<file path="config.mk">
export PLATFORM = sky130hd
export DESIGN_NAME = uart_tx_arbiter
export DESIGN_NICKNAME = d
export VERILOG_FILES = /design/src/rtl/uart_tx_arbiter_pkg.sv /design/src/rtl/uart_tx_arbiter_rr_pick.sv /design/src/rtl/uart_tx_arbiter.sv
export SDC_FILE = /design/constraint.sdc
export NUM_CORES = 1
export LEC_CHECK = 0
export CELL_PAD_IN_SITES_DETAIL_PLACEMENT = 0
export CELL_PAD_IN_SITES_GLOBAL_PLACEMENT = 2
export CORE_MARGIN = 2
export CORE_UTILIZATION = 25
export DETAILED_ROUTE_END_ITERATION = 12
export PLACE_DENSITY_LB_ADDON = 0.1
export SLEW_MARGIN = 20
export SYNTH_ARGS = -nofsm -noshare
export SYNTH_HDL_FRONTEND = slang
export SYNTH_SLANG_ARGS = --single-unit
</file>
<file path="constraint.sdc">
create_clock -name clk -period 3.43 [get_ports clk]
set_clock_uncertainty 0.2 [all_clocks]
set_input_delay 1.029 -clock clk [delete_from_list [all_inputs] [get_ports clk]]
set_output_delay 1.029 -clock clk [all_outputs]
set_load 0.01 [all_outputs]
</file>
<file path="src/rtl/uart_tx_arbiter_pkg.sv">
// watch_pkg: shared types and constants for the watch base UART path.
//   arb_state_t   : arbiter states (IDLE, SEND, WAIT, HOLD)
//   FPGA_clk_freq : default system clock frequency in Hz
//   baudrate      : default UART baud rate
package watch_pkg;

    typedef enum logic [1:0] {
        IDLE = 2'd0,
        SEND = 2'd1,
        WAIT = 2'd2,
        HOLD = 2'd3
    } arb_state_t;

    localparam int FPGA_clk_freq = 32'sd50000000;
    localparam int baudrate      = 32'sd115200;

endpackage

</file>
<file path="src/rtl/uart_tx_arbiter_rr_pick.sv">
// rr_pick: combinational round-robin picker.
//   req_valid : per-requester valid bits
//   rr_ptr    : requester index with highest priority
//   winner    : first valid index at or after rr_ptr, wrapping
//   any_valid : at least one requester is valid
module rr_pick
    import watch_pkg::*;
#(
    parameter int NUM_REQ = 32'sd2,
    parameter int GW      = 32'sd1
) (
    input  logic [NUM_REQ-1:0] req_valid,
    input  logic [GW-1:0]      rr_ptr,
    output logic [GW-1:0]      winner,
    output logic               any_valid
);

    logic [GW-1:0] pick_s;

    // Two descending passes: the lowest valid index below the pointer is the
    // fallback, the lowest valid index at/above the pointer overrides it.
    always_comb begin
        pick_s = '0;
        for (int i = NUM_REQ - 32'sd1; i >= 32'sd0; i--) begin
            pick_s = (req_valid[i] && (GW'(i) < rr_ptr)) ? GW'(i) : pick_s;
        end
        for (int i = NUM_REQ - 32'sd1; i >= 32'sd0; i--) begin
            pick_s = (req_valid[i] && (GW'(i) >= rr_ptr)) ? GW'(i) : pick_s;
        end
    end

    assign winner    = pick_s;
    assign any_valid = |req_valid;

endmodule

</file>
<file path="src/rtl/uart_tx_arbiter.sv">
// uart_tx_arbiter: shares one UART TX core between NUM_REQ byte streams.
// Round-robin grant, held for a whole packet (until the byte flagged last).
//   clk, rst            : system clock, async active-high reset
//   req_valid/data/last : requester byte streams (data packed i*WIDTH)
//   req_ready           : one-hot accept strobe (combinational)
//   o_TX_DV, o_TX_Byte  : start strobe and byte to the TX core
//   i_TX_Active/Done    : TX core status and frame-finished pulse
//   o_grant             : index of current or last owner
//   o_busy              : a packet grant is held
//   o_timeout           : pulse when a stalled packet grant is dropped
module uart_tx_arbiter
    import watch_pkg::*;
#(
    parameter  int NUM_REQ      = 32'sd2,
    parameter  int WIDTH        = 32'sd8,
    parameter  int LOCK_TIMEOUT = 32'sd0,
    localparam int GW = (NUM_REQ > 32'sd1) ? $clog2(NUM_REQ) : 32'sd1,
    localparam int CW = (LOCK_TIMEOUT > 32'sd0) ? $clog2(LOCK_TIMEOUT + 32'sd1) : 32'sd1
) (
    input  logic                     clk,
    input  logic                     rst,
    input  logic [NUM_REQ-1:0]       req_valid,
    input  logic [NUM_REQ*WIDTH-1:0] req_data,
    input  logic [NUM_REQ-1:0]       req_last,
    output logic [NUM_REQ-1:0]       req_ready,
    output logic                     o_TX_DV,
    output logic [WIDTH-1:0]         o_TX_Byte,
    input  logic                     i_TX_Active,
    input  logic                     i_TX_Done,
    output logic [GW-1:0]            o_grant,
    output logic                     o_busy,
    output logic                     o_timeout
);

    arb_state_t       state_r;
    logic [GW-1:0]    rr_ptr_r;
    logic [GW-1:0]    grant_r;
    logic [WIDTH-1:0] byte_r;
    logic             last_r;
    logic             dv_r;
    logic             busy_r;
    logic             timeout_r;
    logic [CW-1:0]    lock_cnt_r;

    logic [GW-1:0]      win_s;
    logic               any_valid_s;
    logic [GW-1:0]      sel_idx_s;
    logic [WIDTH-1:0]   sel_data_s;
    logic               sel_last_s;
    logic               sel_valid_s;
    logic               xfer_s;
    logic [NUM_REQ-1:0] ready_s;
    logic [GW-1:0]      next_ptr_s;
    logic               lock_hit_s;

    rr_pick #(
        .NUM_REQ (NUM_REQ),
        .GW      (GW)
    ) u_rr_pick (
        .req_valid (req_valid),
        .rr_ptr    (rr_ptr_r),
        .winner    (win_s),
        .any_valid (any_valid_s)
    );

    // Source select: the round-robin winner in IDLE, the packet owner otherwise.
    always_comb begin
        sel_idx_s   = (state_r == HOLD) ? grant_r : win_s;
        sel_data_s  = '0;
        sel_last_s  = 1'b0;
        sel_valid_s = 1'b0;
        for (int i = 32'sd0; i < NUM_REQ; i++) begin
            sel_data_s  = (GW'(i) == sel_idx_s) ? req_data[i*WIDTH +: WIDTH] : sel_data_s;
            sel_last_s  = (GW'(i) == sel_idx_s) ? req_last[i]  : sel_last_s;
            sel_valid_s = (GW'(i) == sel_idx_s) ? req_valid[i] : sel_valid_s;
        end
    end

    // Accept decision; gated by rst so req_ready is low while reset is held.
    always_comb begin
        xfer_s = 1'b0;
        case (state_r)
            IDLE:    xfer_s = any_valid_s && !i_TX_Active && !rst;
            HOLD:    xfer_s = sel_valid_s && !rst;
            default: xfer_s = 1'b0;
        endcase
        for (int i = 32'sd0; i < NUM_REQ; i++) begin
            ready_s[i] = xfer_s && (GW'(i) == sel_idx_s);
        end
    end

    assign next_ptr_s = (grant_r == GW'(NUM_REQ - 32'sd1)) ? '0 : grant_r + GW'(1);
    assign lock_hit_s = (LOCK_TIMEOUT > 32'sd0) &&
                        (lock_cnt_r == CW'(LOCK_TIMEOUT - 32'sd1));

    // Arbiter FSM with registered TX strobe, byte, grant, busy and timeout.
    always_ff @(posedge clk or posedge rst) begin
        if (rst) begin
            state_r    <= IDLE;
            rr_ptr_r   <= '0;
            grant_r    <= '0;
            byte_r     <= '0;
            last_r     <= 1'b0;
            dv_r       <= 1'b0;
            busy_r     <= 1'b0;
            timeout_r  <= 1'b0;
            lock_cnt_r <= '0;
        end else begin
            dv_r      <= 1'b0;
            timeout_r <= 1'b0;
            case (state_r)
                IDLE: begin
                    if (xfer_s) begin
                        byte_r  <= sel_data_s;
                        last_r  <= sel_last_s;
                        grant_r <= sel_idx_s;
                        dv_r    <= 1'b1;
                        busy_r  <= 1'b1;
                        state_r <= SEND;
                    end
                end
                SEND: begin
                    // A Done coinciding with the start strobe belongs to an
                    // earlier frame and is ignored here.
                    state_r <= WAIT;
                end
                WAIT: begin
                    if (i_TX_Done) begin
                        if (last_r) begin
                            rr_ptr_r <= next_ptr_s;
                            busy_r   <= 1'b0;
                            state_r  <= IDLE;
                        end else begin
                            lock_cnt_r <= '0;
                            state_r    <= HOLD;
                        end
                    end
                end
                HOLD: begin
                    if (xfer_s) begin
                        byte_r  <= sel_data_s;
                        last_r  <= sel_last_s;
                        dv_r    <= 1'b1;
                        state_r <= SEND;
                    end else if (lock_hit_s) begin
                        timeout_r <= 1'b1;
                        rr_ptr_r  <= next_ptr_s;
                        busy_r    <= 1'b0;
                        state_r   <= IDLE;
                    end else if (LOCK_TIMEOUT > 32'sd0) begin
                        lock_cnt_r <= lock_cnt_r + CW'(1);
                    end
                end
                default: begin
                    busy_r  <= 1'b0;
                    state_r <= IDLE;
                end
            endcase
        end
    end

    assign req_ready = ready_s;
    assign o_TX_DV   = dv_r;
    assign o_TX_Byte = byte_r;
    assign o_grant   = grant_r;
    assign o_busy    = busy_r;
    assign o_timeout = timeout_r;

endmodule
</file>
==> flow_summary.json <==
{
  "start_util": 0.266,
  "io_pins": 38,
  "ys_ff_latch": 15,
  "ctsHoldBuffers": 0,
  "pwr-share-comb": 0.557,
  "period_share": 0.986,
  "fillers": 361,
  "synthArstFlopShare": 1.00,
  "setup_violations": 0,
  "grt.total_usage": 0.115,
  "nNetsFinal": 154,
  "worst-path-max-fanout": 3,
  "cts_buffers": 3,
  "wl_um": 2160,
  "path_class": "in -> out",
  "die_area_sq_um": 4140,
  "vias": 745,
  "synthCells": 77,
  "drcViolationCount": 0,
  "clock.fmax_ghz": 0.296,
  "core_area_sq_um": 3420,
  "syn_area_per_cell_sq_um": 11.8,
  "period_needed_ps": 3380,
  "path_clk_slew_ps": 100,
  "viasPerCell": 4.36,
  "synth_area_leader_cell": "dfrtp_1",
  "synth_edf_count": 0,
  "final_hold_viol_count": 0,
  "p_int_mw": 0.618,
  "critPathLaunchType": "primary input",
  "yosysTopAreaCellShare": 0.413,
  "cellPowerDensity_nw_per_um2": 668,
  "yosysSeqAreaShare": 0.413,
  "min_path_type": "reg -> reg",
  "place_inst": 165,
  "dieHeight_um": 64.3,
  "cts_sinks": 15,
  "synthTopCellsByCount": "dfrtp_1, mux2_2, inv_1, mux2_4, ha_1",
  "status": "finished, final reports clean",
  "n_antenna_cell": 0,
  "worstMarginPinSlew_ps": 607,
  "yosysMostFrequentCell": "dfrtp_1",
  "cts_max_path_buffers": 2,
  "syn_nets": 105,
  "htree_levels": 1,
  "dpl_cell_area_sq_um": 1370,
  "grt_max_degree": 16,
  "slew-limit-headroom": 0.595,
  "yosys-top-cells-area": "dfrtp_1, mux2_2, mux2_4",
  "ys.flop_type": "dfrtp_1",
  "cts_root_buffer": "clkbuf_4",
  "syn_area_sq_um": 910,
  "finalNonFillerCells": 171,
  "pwr-share-clk": 0.114,
  "syn_to_final_growth_pct": 53.8,
  "power_frac_seq": 0.329,
  "grt_first_pass_wirelength_um": 3540,
  "ys_warn_count": 0,
  "clock_latency_ps": 290,
  "grt-ovfl-total": 0,
  "drive_gt1_frac": 0.336,
  "port-buffer-count": 36,
  "vdd_drop_max_uv": 258,
  "antenna_left": 0,
  "critPathRequiredTime_ps": 2200,
  "drv_slew": 0,
  "cts_tree": "built",
  "switching_share": 0.339,
  "antenna_found_initial": 0,
  "fin_area_sq_um": 1400,
  "place_hpwl_um": 1640,
  "gp_congestion": 0.718,
  "synth.distinct_cells": 27,
  "fp-row-count": 21,
  "end_kind": "primary output",
  "grt_pass1_vias": 778,
  "cap_violations": 0,
  "drtIter0Drc": 18,
  "fin_util": 0.410,
  "power_leakage_nw": 0.622,
  "whs_ps": 295,
  "switchingPower_mw": 0.317,
  "die_w_um": 64.3,
  "arrival_ps": 2150,
  "first_pass_iters": 4,
  "rsz0062_at_grt": "false",
  "wire_per_inst_um": 12.6
}
[cell usage in the layout, fill, tap and decap left out, drive strengths merged, types with 3 or more instances in the layout]
cell type and n:
clkdlybuf4s50 30, mux2 17, buf 16, dfrtp 15, inv 7, ha 4
nor2b 3, mux2i 3, clkbuf 3
[cell type report]
| class | count | area (sq um) | area share |
|---|---|---|---|
| clock buffers | 3 | 22.5 | 0.0161 |
| flip-flops and latches | 15 | 375 | 0.268 |
| clock inverters | 1 | 5.00 | 0.00358 |
| multi-input cells | 51 | 478 | 0.342 |
| repair buffers | 47 | 429 | 0.307 |
| inverters | 8 | 31.3 | 0.0224 |
| well taps | 46 | 57.6 | 0.0411 |
[state kept, by name, summed over array words and instances (netlist names)]
| signal | cells |
|---|---|
| o_busy | 1 |
| state_r | 2 |
| o_TX_DV | 1 |
| o_TX_Byte | 8 |
| o_grant | 1 |
| rr_ptr_r | 1 |
| last_r | 1 |
[metal layers]
metal  global-route usage  up-vias  part of all wire
met4               0.0638        0             0.024
met5                    0        -                 0
met1                0.141      349              0.47
met2                0.185       24              0.45
li1                     -      367                 -
met3               0.0282        5             0.056
[cell families after synthesis]
family | Yosys count | share of synthesized area
compound gates | 11 | 0.0880
mux | 20 | 0.272
flops | 15 | 0.413
fa+ha+maj | 4 | 0.0550
other cells | 1 | 0.00412
simple gates | 15 | 0.0977
buf+inv | 11 | 0.0701
[final timing paths]
check | slack, ps | endpoint | start | cells past startpoint
setup / recovery | 50 | req_ready[1] | i_TX_Active | 7
hold / removal | 290 | rr_ptr_r$_DFFE_PP0P_ | rr_ptr_r$_DFFE_PP0P_ | 2
setup reg to reg | 1040 | o_TX_Byte[6]$_DFFE_PP0P_ | state_r[0]$_DFFE_PP0P_ | 7
hold reg to reg | 290 | rr_ptr_r$_DFFE_PP0P_ | rr_ptr_r$_DFFE_PP0P_ | 2
max in group asynchronous | 2040 | o_TX_Byte[0]$_DFFE_PP0P_ | rst | 2
min in group asynchronous | 600 | state_r[1]$_DFFE_PP0P_ | rst | 2
[critical path: stages]
cell and delay [ps]:
buf_6 90, nor2b_1 110, a311o_1 280, or3_4 360, clkinv_2 60, and2_4 130
buf_6 90
[repair_timing]
action,CTS,global route
resized for setup,22,2
setup buffers,2,0
pin swaps,3,2
endpoints found under the setup margin,2,2
[power groups by stage]
stage          Sequential (mW)  Combinational (mW)  Clock, mW
2_1_floorplan            0.333               0.274          0
3_3_place_gp             0.311               0.523          0
3_5_place_dp             0.312               0.523          0
4_1_cts                  0.309               0.526      0.114
5_1_grt                  0.318               0.567      0.122
6_report                 0.308               0.520      0.106
[through the flow]
step | setup TNS, ps | setup slack, ps | total power, mW
floorplan | 0 | 33.4 | 0.607
global placement | -1440 | -743 | 0.834
detailed placement | -1460 | -763 | 0.835
CTS | -37.1 | -37.1 | 0.949
global route | 0 | 5.70 | 1.01
finish | 0 | 49.6 | 0.935
(Power assumes the default switching activity.)
